**src/rtl/select_encode_seq_if.sv**
```systemverilog
// Control/bus bundle for the register select/encode unit: control-unit strobes
// and IR input in one direction, decoded register enables and status in the other.
interface select_encode_seq_if #(
  parameter int REG_COUNT  = 16,
  parameter int DATA_WIDTH = 32
);
  logic                  IRin;
  logic [DATA_WIDTH-1:0] IR_Data;
  logic                  Gra;
  logic                  Grb;
  logic                  Grc;
  logic                  Rin;
  logic                  Rout;
  logic                  BAout;
  logic                  start;
  logic [2:0]            seq_mask;
  logic                  seq_dir;
  logic                  seq_ba;
  logic                  err_clr;
  logic [REG_COUNT-1:0]  RXin;
  logic [REG_COUNT-1:0]  RXout;
  logic [DATA_WIDTH-1:0] C_sign_extended;
  logic                  r0_zero;
  logic                  busy;
  logic                  done;
  logic                  err;

  modport master (
    output IRin, IR_Data, Gra, Grb, Grc, Rin, Rout, BAout,
    output start, seq_mask, seq_dir, seq_ba, err_clr,
    input  RXin, RXout, C_sign_extended, r0_zero, busy, done, err
  );

  modport slave (
    input  IRin, IR_Data, Gra, Grb, Grc, Rin, Rout, BAout,
    input  start, seq_mask, seq_dir, seq_ba, err_clr,
    output RXin, RXout, C_sign_extended, r0_zero, busy, done, err
  );
endinterface

```
**src/rtl/select_encode_seq.sv**
```systemverilog
// Register select/encode unit: decodes Ra/Rb/Rc from a local IR copy into one-hot
// register enables, either from direct G strobes or an auto-sequenced field walk.
module select_encode_seq #(
  parameter int REG_COUNT    = 16,
  parameter int DATA_WIDTH   = 32,
  parameter int OPCODE_WIDTH = 5,
  parameter int C_WIDTH      = 19
) (
  input  logic               clock,
  input  logic               clear,
  select_encode_seq_if.slave bus
);
  localparam int SEL_W = $clog2(REG_COUNT);
  localparam int RA_HI = DATA_WIDTH - OPCODE_WIDTH - 1;
  localparam int RB_HI = RA_HI - SEL_W;
  localparam int RC_HI = RB_HI - SEL_W;

  typedef enum logic {IDLE, ISSUE} state_t;

  state_t                state_reg, state_next;
  logic [DATA_WIDTH-1:0] ir_reg;
  logic [2:0]            mask_reg, mask_next;
  logic                  dir_reg, dir_next;
  logic                  ba_reg, ba_next;
  logic                  zdone_reg, zdone_next;
  logic                  err_reg, err_next;

  logic [SEL_W-1:0]      ra, rb, rc;
  logic [SEL_W-1:0]      direct_field, seq_field, sel_field;
  logic [REG_COUNT-1:0]  dec;
  logic [REG_COUNT-1:0]  rx_in, rx_out;
  logic                  g_any, g_multi, conflict, r0z, done_c;

  assign ra = ir_reg[RA_HI -: SEL_W];
  assign rb = ir_reg[RB_HI -: SEL_W];
  assign rc = ir_reg[RC_HI -: SEL_W];

  assign g_any        = bus.Gra | bus.Grb | bus.Grc;
  assign g_multi      = (bus.Gra & bus.Grb) | (bus.Gra & bus.Grc) | (bus.Grb & bus.Grc);
  assign direct_field = ({SEL_W{bus.Gra}} & ra) | ({SEL_W{bus.Grb}} & rb) | ({SEL_W{bus.Grc}} & rc);
  // Lowest pending mask bit wins: a, then b, then c.
  assign seq_field    = mask_reg[0] ? ra : (mask_reg[1] ? rb : rc);
  assign sel_field    = (state_reg == ISSUE) ? seq_field : direct_field;

  generate
    for (genvar gi = 0; gi < REG_COUNT; gi++) begin : g_dec
      assign dec[gi] = (sel_field == SEL_W'(gi));
    end
  endgenerate

  always_comb begin
    state_next = state_reg;
    mask_next  = mask_reg;
    dir_next   = dir_reg;
    ba_next    = ba_reg;
    zdone_next = 1'b0;
    rx_in      = '0;
    rx_out     = '0;
    r0z        = 1'b0;
    done_c     = zdone_reg;
    conflict   = 1'b0;
    case (state_reg)
      IDLE: begin
        conflict = g_multi;
        if (g_any) begin
          if (bus.Rin) rx_in = dec;
          if (bus.Rout | bus.BAout) begin
            if (bus.BAout && direct_field == '0) r0z = 1'b1;
            else                                 rx_out = dec;
          end
        end
        if (bus.start) begin
          if (bus.seq_mask != 3'b000) begin
            mask_next  = bus.seq_mask;
            dir_next   = bus.seq_dir;
            ba_next    = bus.seq_ba;
            state_next = ISSUE;
          end else begin
            zdone_next = 1'b1;
          end
        end
      end
      ISSUE: begin
        // Direct strobes and re-starts are ignored here but still flagged.
        conflict = bus.start | g_any;
        if (dir_reg)                           rx_in  = dec;
        else if (ba_reg && seq_field == '0)    r0z    = 1'b1;
        else                                   rx_out = dec;
        mask_next = mask_reg & (mask_reg - 3'd1);
        if (mask_next == 3'b000) begin
          done_c     = 1'b1;
          state_next = IDLE;
        end
      end
      default: state_next = IDLE;
    endcase
    err_next = conflict | (err_reg & ~bus.err_clr);
  end

  always_ff @(posedge clock or negedge clear) begin
    if (!clear) begin
      state_reg <= IDLE;
      ir_reg    <= '0;
      mask_reg  <= 3'b000;
      dir_reg   <= 1'b0;
      ba_reg    <= 1'b0;
      zdone_reg <= 1'b0;
      err_reg   <= 1'b0;
    end else begin
      state_reg <= state_next;
      mask_reg  <= mask_next;
      dir_reg   <= dir_next;
      ba_reg    <= ba_next;
      zdone_reg <= zdone_next;
      err_reg   <= err_next;
      if (bus.IRin) ir_reg <= bus.IR_Data;
    end
  end

  assign bus.RXin            = rx_in;
  assign bus.RXout           = rx_out;
  assign bus.r0_zero         = r0z;
  assign bus.busy            = (state_reg == ISSUE);
  assign bus.done            = done_c;
  assign bus.err             = err_reg;
  assign bus.C_sign_extended = {{(DATA_WIDTH - C_WIDTH){ir_reg[C_WIDTH-1]}}, ir_reg[C_WIDTH-1:0]};
endmodule

```
**src/flat_wrapper.sv**
```systemverilog
// flat-port wrapper written by rule: the top's interface ports become plain ports
module select_encode_seq_flat 
#(
  parameter int REG_COUNT    = 16,
  parameter int DATA_WIDTH   = 32,
  parameter int OPCODE_WIDTH = 5,
  parameter int C_WIDTH      = 19
)
  (clock, clear, bus_IRin, bus_IR_Data, bus_Gra, bus_Grb, bus_Grc, bus_Rin, bus_Rout, bus_BAout, bus_start, bus_seq_mask, bus_seq_dir, bus_seq_ba, bus_err_clr, bus_RXin, bus_RXout, bus_C_sign_extended, bus_r0_zero, bus_busy, bus_done, bus_err);
  select_encode_seq_if #(.REG_COUNT(REG_COUNT), .DATA_WIDTH(DATA_WIDTH)) bus_i ();
  input  logic clock;
  input  logic clear;
  input wire logic [$bits(bus_i.IRin)-1:0] bus_IRin;
  input wire logic [$bits(bus_i.IR_Data)-1:0] bus_IR_Data;
  input wire logic [$bits(bus_i.Gra)-1:0] bus_Gra;
  input wire logic [$bits(bus_i.Grb)-1:0] bus_Grb;
  input wire logic [$bits(bus_i.Grc)-1:0] bus_Grc;
  input wire logic [$bits(bus_i.Rin)-1:0] bus_Rin;
  input wire logic [$bits(bus_i.Rout)-1:0] bus_Rout;
  input wire logic [$bits(bus_i.BAout)-1:0] bus_BAout;
  input wire logic [$bits(bus_i.start)-1:0] bus_start;
  input wire logic [$bits(bus_i.seq_mask)-1:0] bus_seq_mask;
  input wire logic [$bits(bus_i.seq_dir)-1:0] bus_seq_dir;
  input wire logic [$bits(bus_i.seq_ba)-1:0] bus_seq_ba;
  input wire logic [$bits(bus_i.err_clr)-1:0] bus_err_clr;
  output wire logic [$bits(bus_i.RXin)-1:0] bus_RXin;
  output wire logic [$bits(bus_i.RXout)-1:0] bus_RXout;
  output wire logic [$bits(bus_i.C_sign_extended)-1:0] bus_C_sign_extended;
  output wire logic [$bits(bus_i.r0_zero)-1:0] bus_r0_zero;
  output wire logic [$bits(bus_i.busy)-1:0] bus_busy;
  output wire logic [$bits(bus_i.done)-1:0] bus_done;
  output wire logic [$bits(bus_i.err)-1:0] bus_err;
  assign bus_i.IRin = bus_IRin;
  assign bus_i.IR_Data = bus_IR_Data;
  assign bus_i.Gra = bus_Gra;
  assign bus_i.Grb = bus_Grb;
  assign bus_i.Grc = bus_Grc;
  assign bus_i.Rin = bus_Rin;
  assign bus_i.Rout = bus_Rout;
  assign bus_i.BAout = bus_BAout;
  assign bus_i.start = bus_start;
  assign bus_i.seq_mask = bus_seq_mask;
  assign bus_i.seq_dir = bus_seq_dir;
  assign bus_i.seq_ba = bus_seq_ba;
  assign bus_i.err_clr = bus_err_clr;
  assign bus_RXin = bus_i.RXin;
  assign bus_RXout = bus_i.RXout;
  assign bus_C_sign_extended = bus_i.C_sign_extended;
  assign bus_r0_zero = bus_i.r0_zero;
  assign bus_busy = bus_i.busy;
  assign bus_done = bus_i.done;
  assign bus_err = bus_i.err;
  select_encode_seq #(.REG_COUNT(REG_COUNT), .DATA_WIDTH(DATA_WIDTH), .OPCODE_WIDTH(OPCODE_WIDTH), .C_WIDTH(C_WIDTH)) u_core (.clock(clock), .clear(clear), .bus(bus_i));
endmodule
```
**config.mk**
```make
export PLATFORM = sky130hd
export DESIGN_NAME = select_encode_seq_flat
export DESIGN_NICKNAME = d
export VERILOG_FILES = /design/src/rtl/select_encode_seq_if.sv /design/src/rtl/select_encode_seq.sv /design/src/flat_wrapper.sv
export SDC_FILE = /design/constraint.sdc
export NUM_CORES = 1
export LEC_CHECK = 0
export BUFFER_PORTS_ARGS = -buffer_cell sky130_fd_sc_hd__buf_4
export CAP_MARGIN = 0
export CORE_ASPECT_RATIO = 0.8
export CORE_MARGIN = 3
export CORE_UTILIZATION = 41
export DETAILED_ROUTE_END_ITERATION = 7
export PLACE_DENSITY = 0.84
export SLEW_MARGIN = 10
export SYNTH_ARGS = -nofsm -noshare
export SYNTH_HDL_FRONTEND = slang
export SYNTH_SLANG_ARGS = --single-unit
```
**constraint.sdc**
```tcl
create_clock -name clock -period 1.6 [get_ports clock]
set_input_delay 0.08 -clock clock [delete_from_list [all_inputs] [get_ports clock]]
set_output_delay 0.08 -clock clock [all_outputs]
set_load 0.01 [all_outputs]
```
; ---- Word level (Yosys, flattened, before mapping)
; Cells that the tools add are included.
[word_totals]
ff_bits = 35
in_bits = 48
out_inout_bits = 68
wordCells = 85
[classes]
addsub = 1
eq_ne = 17
muxes = 32
bitwise_logic = 19
reduce_logical = 9
[op_table]
columns = cell, count
row1 = 16-bit 2-to-1 mux, 8
row2 = 16-bit one-hot mux with 2 select lines, 2
row3 = 4-bit equality test (second input constant), 8
row4 = 4-bit by 3-bit equality test with 1-bit output (second input constant), 4
row5 = 1-bit 2-to-1 mux, 13
row6 = 4-bit bitwise AND, 3
row7 = 4-bit logical NOT, 3
row8 = 4-bit 2-to-1 mux, 3
row9 = 4-bit by 2-bit equality test with 1-bit output (second input constant), 2
row10 = 4-bit bitwise OR, 2
row11 = 1-bit bitwise OR, 7
row12 = 3-bit 2-to-1 mux, 2
row13 = 1-bit one-hot mux with 2 select lines, 3
row14 = 3-bit one-hot mux with 2 select lines, 1
row15 = 1-bit bitwise AND, 4
row16 = 4-bit by 1-bit equality test with 1-bit output (second input constant), 1
row17 = 3-bit bitwise AND, 1
row18 = 3-bit logical NOT, 1
row19 = 3-bit AND reduction, 1
row20 = 3-bit nonzero test, 1
row21 = 3-bit by 1-bit subtractor with 3-bit output (second input constant), 1
row22 = 1-bit logical AND, 2
row23 = 2-bit by 1-bit inequality test with 1-bit output (second input constant), 1
row24 = 2-bit inequality test (second input constant), 1
row25 = 2 further kinds, 3

; ---- Depth between registers and ports, before layout
[logic_depth]
depth_word = 9
mapped_depth = 6
mapped_depth_nobuf = 4

; ---- Least setup slack after synthesis
; No wires, ideal clock.
[synth_path]
path_kind = register to output
from = register u_core.ir_reg[18]
to = output port bus_RXin[4]
arrival_ns = 1.798
required_ns = 1.520
path_slack_ns = -0.278
stages_incl_launch_ff = 5
path_buffers = 0
path_cell_list = dfrtp_1 a222oi_1 or3b_1 o31a_1 nor3_1
[synth_via]
elab_chain_len = 7
elab_cells_between_ends = 10
classes_between = eq/ne: 1 / mux: 7 / bitwise: 2
[synth_lines]
columns = item, line
row1 = from (decl), select_encode_seq.sv:21  ; logic [DATA_WIDTH-1:0] ir_reg;
row2 = from (signal assigned), select_encode_seq.sv:116  ; if (bus.IRin) ir_reg <= bus.IR_Data;
row3 = 4-bit bitwise AND / 4-bit 2-to-1 mux (equally long branches), "select_encode_seq.sv:40, select_encode_seq.sv:42"
row4 = 4-bit bitwise OR / 4-bit 2-to-1 mux (equally long branches), "select_encode_seq.sv:40, select_encode_seq.sv:42"
row5 = 4-bit 2-to-1 mux *, select_encode_seq.sv:43  ; assign sel_field = (state_reg == ISSUE) ? seq_field : direct_field;
row6 = 4-bit by 3-bit equality test with 1-bit output *, select_encode_seq.sv:47  ; assign dec[gi] = (sel_field == SEL_W'(gi));
row7 = 16-bit 2-to-1 mux, select_encode_seq.sv:66  ; if (bus.Rin) rx_in = dec;
row8 = 16-bit 2-to-1 mux, select_encode_seq.sv:65  ; if (g_any) begin
row9 = 16-bit one-hot mux with 2 select lines *, select_encode_seq.sv:62  ; case (state_reg)
row10 = to (decl), flat_wrapper.sv:26  ; output wire logic [$bits(bus_i.RXin)-1:0] bus_RXin;
; Mark *: on every way between the ends. The rest lies on a longest branch, timed or not.

; ---- Final worst setup path
[layout_path]
from = register u_core.mask_reg[1]
to = output port bus_RXout[0]
[layout_via]
elab_chain_len = 8
elab_cells_between_ends = 12
classes_between = mux: 9 / reduce/logical: 3
[layout_lines]
columns = item, line
row1 = from (decl), select_encode_seq.sv:22  ; logic [2:0] mask_reg, mask_next;
row2 = from (signal assigned), select_encode_seq.sv:111  ; mask_reg <= mask_next;
row3 = 4-bit 2-to-1 mux * (2 in series), select_encode_seq.sv:42  ; assign seq_field = mask_reg[0] ? ra : (mask_reg[1] ? rb : rc);
row4 = 4-bit 2-to-1 mux, select_encode_seq.sv:43
row5 = 4-bit logical NOT, select_encode_seq.sv:47
row6 = 16-bit 2-to-1 mux, select_encode_seq.sv:68  ; if (bus.BAout && direct_field == '0) r0z = 1'b1;
row7 = 16-bit 2-to-1 mux, select_encode_seq.sv:67  ; if (bus.Rout | bus.BAout) begin
row8 = 16-bit 2-to-1 mux, select_encode_seq.sv:65
row9 = 16-bit one-hot mux with 2 select lines *, select_encode_seq.sv:62
row10 = to (decl), flat_wrapper.sv:27  ; output wire logic [$bits(bus_i.RXout)-1:0] bus_RXout;
; Marked as above.

==> flow_summary.json <==
{
  "sw_frac_of_total_pct": 35.11,
  "vias_per_cell": 5.389,
  "avgSynthCellArea_sq_um": 10.49,
  "cts_num_sinks": 35,
  "crit_fanout": 7,
  "pwr-share-seq_pct": 28.9,
  "synth_commonest_cells": "35 x dfrtp_1, 33 x buf_4, 32 x nor3_1",
  "p_int_mw": 2.455,
  "place_congestion": 0.8006,
  "rows": 23,
  "status": "finished with violations",
  "period_minus_slack_ps": 2298,
  "core_sq_um": 5122,
  "cts_buffer_depth": 2,
  "p_leak_nw": 1.744,
  "fin_crit_sh_pct": 143.7,
  "start_util_pct": 43.40,
  "clkPwrFrac_pct": 21.8,
  "crit_chain": "mux2i_2 -> mux2i_4 -> buf_4 -> nor4b_4 -> buf_4 -> nor4_2 -> buf_4",
  "htreeDepth": 2,
  "met3_usage_pct": 4.943,
  "place_ws_ps": -337.7,
  "io_buffers": 110,
  "fmax_mhz": 435.1,
  "largest_reg_flops": 27,
  "fin_util_pct": 73.40,
  "synthTopCellsByArea": "dfrtp_1 39%, mux2_2 15%, buf_4 11%",
  "rsz0062_at_grt": "true",
  "synth-edff-count": 0,
  "final_area_sq_um": 3760,
  "netlist_instances": 212,
  "wl_per_cell_um": 18.13,
  "ys.flop_type": "dfrtp_1",
  "setup_slack_ps": -698.5,
  "firstDrtPassIters": 4,
  "failed_checks": "setup timing",
  "netlist_area_sq_um": 2223,
  "synth_warnings": 0,
  "top_usage_layer": "met2",
  "drt-total-wl_um": 7361,
  "worstRegToRegCells": 4,
  "numCtsBuffers": 5,
  "grt_use_met1_pct": 27.19,
  "cpPeakStageDelay_ps": 510,
  "dp_hpwl_um": 4786,
  "cap_violations": 0,
  "p_comb_share_pct": 49.3,
  "hold_ws_ps": 8.681,
  "end_kind": "output pin",
  "worst_pin_slew_ps": 552.8,
  "grt_max_degree": 36,
  "cp.required_ps": 1520,
  "setup_tns_ps": -20630,
  "synth_seq_cells": 35,
  "num_vias": 2188,
  "final-setup-viol-count": 34,
  "antennaDiodeCount": 0,
  "yosysMostFrequentCell": "dfrtp_1",
  "min_path_type": "in2reg",
  "synth_cell_types": 44,
  "place_area_sq_um": 3237,
  "path_depth": 7,
  "syn-num-nets": 260,
  "ant_nets": 0,
  "clk_pin_slew_ps": 80,
  "yosys.area.top_type": "dfrtp_1",
  "finalNetCount": 391,
  "grt_util_all_layers_pct": 21.22,
  "synth_top_area_share_pct": 39.39,
  "antenna_found_initial": 0,
  "worstSetupPathType": "reg2out",
  "ir_drop_mv": 0.5363,
  "skew_ps": 0.7512,
  "grt_pass1_vias": 2218,
  "cpLargestDelayFamily": "buffers and inverters",
  "p_sw_mw": 1.329,
  "slowest_stage": "dfrtp_2",
  "cts_root_buffer": "clkbuf_8",
  "finalMaxSlewViolations": 0,
  "crit_arrival_ps": 2220,
  "hold_viol": 0,
  "die_area_sq_um": 6348,
  "area_growth_pct": 69.11,
  "hold_depth": 3,
  "critPathBufInv": 3,
  "max-slew-margin-rel_pct": 63.15,
  "startpoint_type": "flip-flop",
  "cellPowerDensity_nw_per_um2": 1006,
  "async_flop_share_pct": 100.0,
  "die_w_um": 88.33,
  "clkLatencyLatePin_ps": 290,
  "initialDrtViolationCount": 139,
  "die_y_um": 71.87,
  "grt_pass1_wl_um": 10550,
  "drc": 0,
  "io_pins": 116,
  "drive_above_1_share_pct": 72.67,
  "cp_common_cell": "buf_4",
  "yosysSeqAreaShare_pct": 39.39,
  "grt_overflow": 0,
  "met2_usage_pct": 36.27,
  "cts_tree": "done"
}
==> final timing paths <==
kind | endpoint | slack (ps) | from
max | bus_RXout[0] | -700 | u_core.mask_reg[1]
min | u_core.dir_reg | 9 | bus_seq_dir
max reg2reg | u_core.ba_reg | 130 | u_core.bus.busy
min reg2reg | u_core.ir_reg[9] | 510 | u_core.ir_reg[9]
max in group asynchronous | u_core.ir_reg[18] | 960 | clear
min in group asynchronous | u_core.ba_reg | 260 | clear
==> kinds of logic after synthesis <==
family / synth area share, %
simple gates: 15.59
buf+inv: 14.91
mux: 18.57
flops: 39.39
compound gates: 11.09
fa+ha+maj: 0.4502
==> metrics by stage <==
step | std cells | total power [mW]
after floorplan | 212 | 1.977
after global placement | 378 | 2.524
after detailed placement | 378 | 2.571
after CTS | 397 | 3.633
after global routing | 406 | 3.974
final | 406 | 3.784
==> final cells by class <==
cell class / count / area, sq um
fill: 351 / 1363
clock buffer: 6 / 82.58
timing repair buffer: 166 / 1358
inverter: 5 / 18.77
multi-input combinational: 130 / 1309
sequential: 35 / 879.6
tap: 62 / 77.57
clock inverter: 2 / 35.03
==> routing by layer <==
layer  wire, um  up-vias
met5          0        -
met4        149        0
met3        538       15
met2       3782       97
met1       2890     1060
li1           -     1016
==> placed cells by master, fill, tap and decap left out, types with 5 or more instances in the layout <==
| cell type | synthesis | routed |
|---|---|---|
| buf_4 | 33 | 144 |
| buf_6 | 4 | 13 |
| clkbuf_8 | 0 | 6 |
| dfrtp_1 | 35 | 32 |
| dlygate4sd3_1 | 0 | 5 |
| inv_1 | 5 | 5 |
| mux2_2 | 30 | 27 |
| nand2_1 | 7 | 7 |
| nor3_1 | 32 | 12 |
| nor3_2 | 0 | 16 |
| o21ai_0 | 6 | 6 |
==> power by group through the flow <==
stage	Sequential, mW	Combinational [mW]	Clock (mW)
CTS	1.09	1.69	0.854
global placement	1.09	1.43	0
detailed placement	1.10	1.48	0
finish	1.09	1.86	0.825
global route	1.11	1.97	0.892
floorplan	1.08	0.898	0
==> timing repair <==
item | CTS | global route
endpoints found under the setup margin | 34 | 34
hold buffers | 5 | 0
setup buffers | 7 | 9
pin swaps | 9 | 9
resized for setup | 31 | 18
endpoints found under the hold margin | 37 | 0
==> worst reg2reg max path, cell delays in order (launching register included) <==
cell     delay [ps]
dfrtp_1         430
buf_4           180
nor2b_1         210
o31a_1          200
mux2_2          330
No activity file was read; power rests on OpenSTA's default activity.
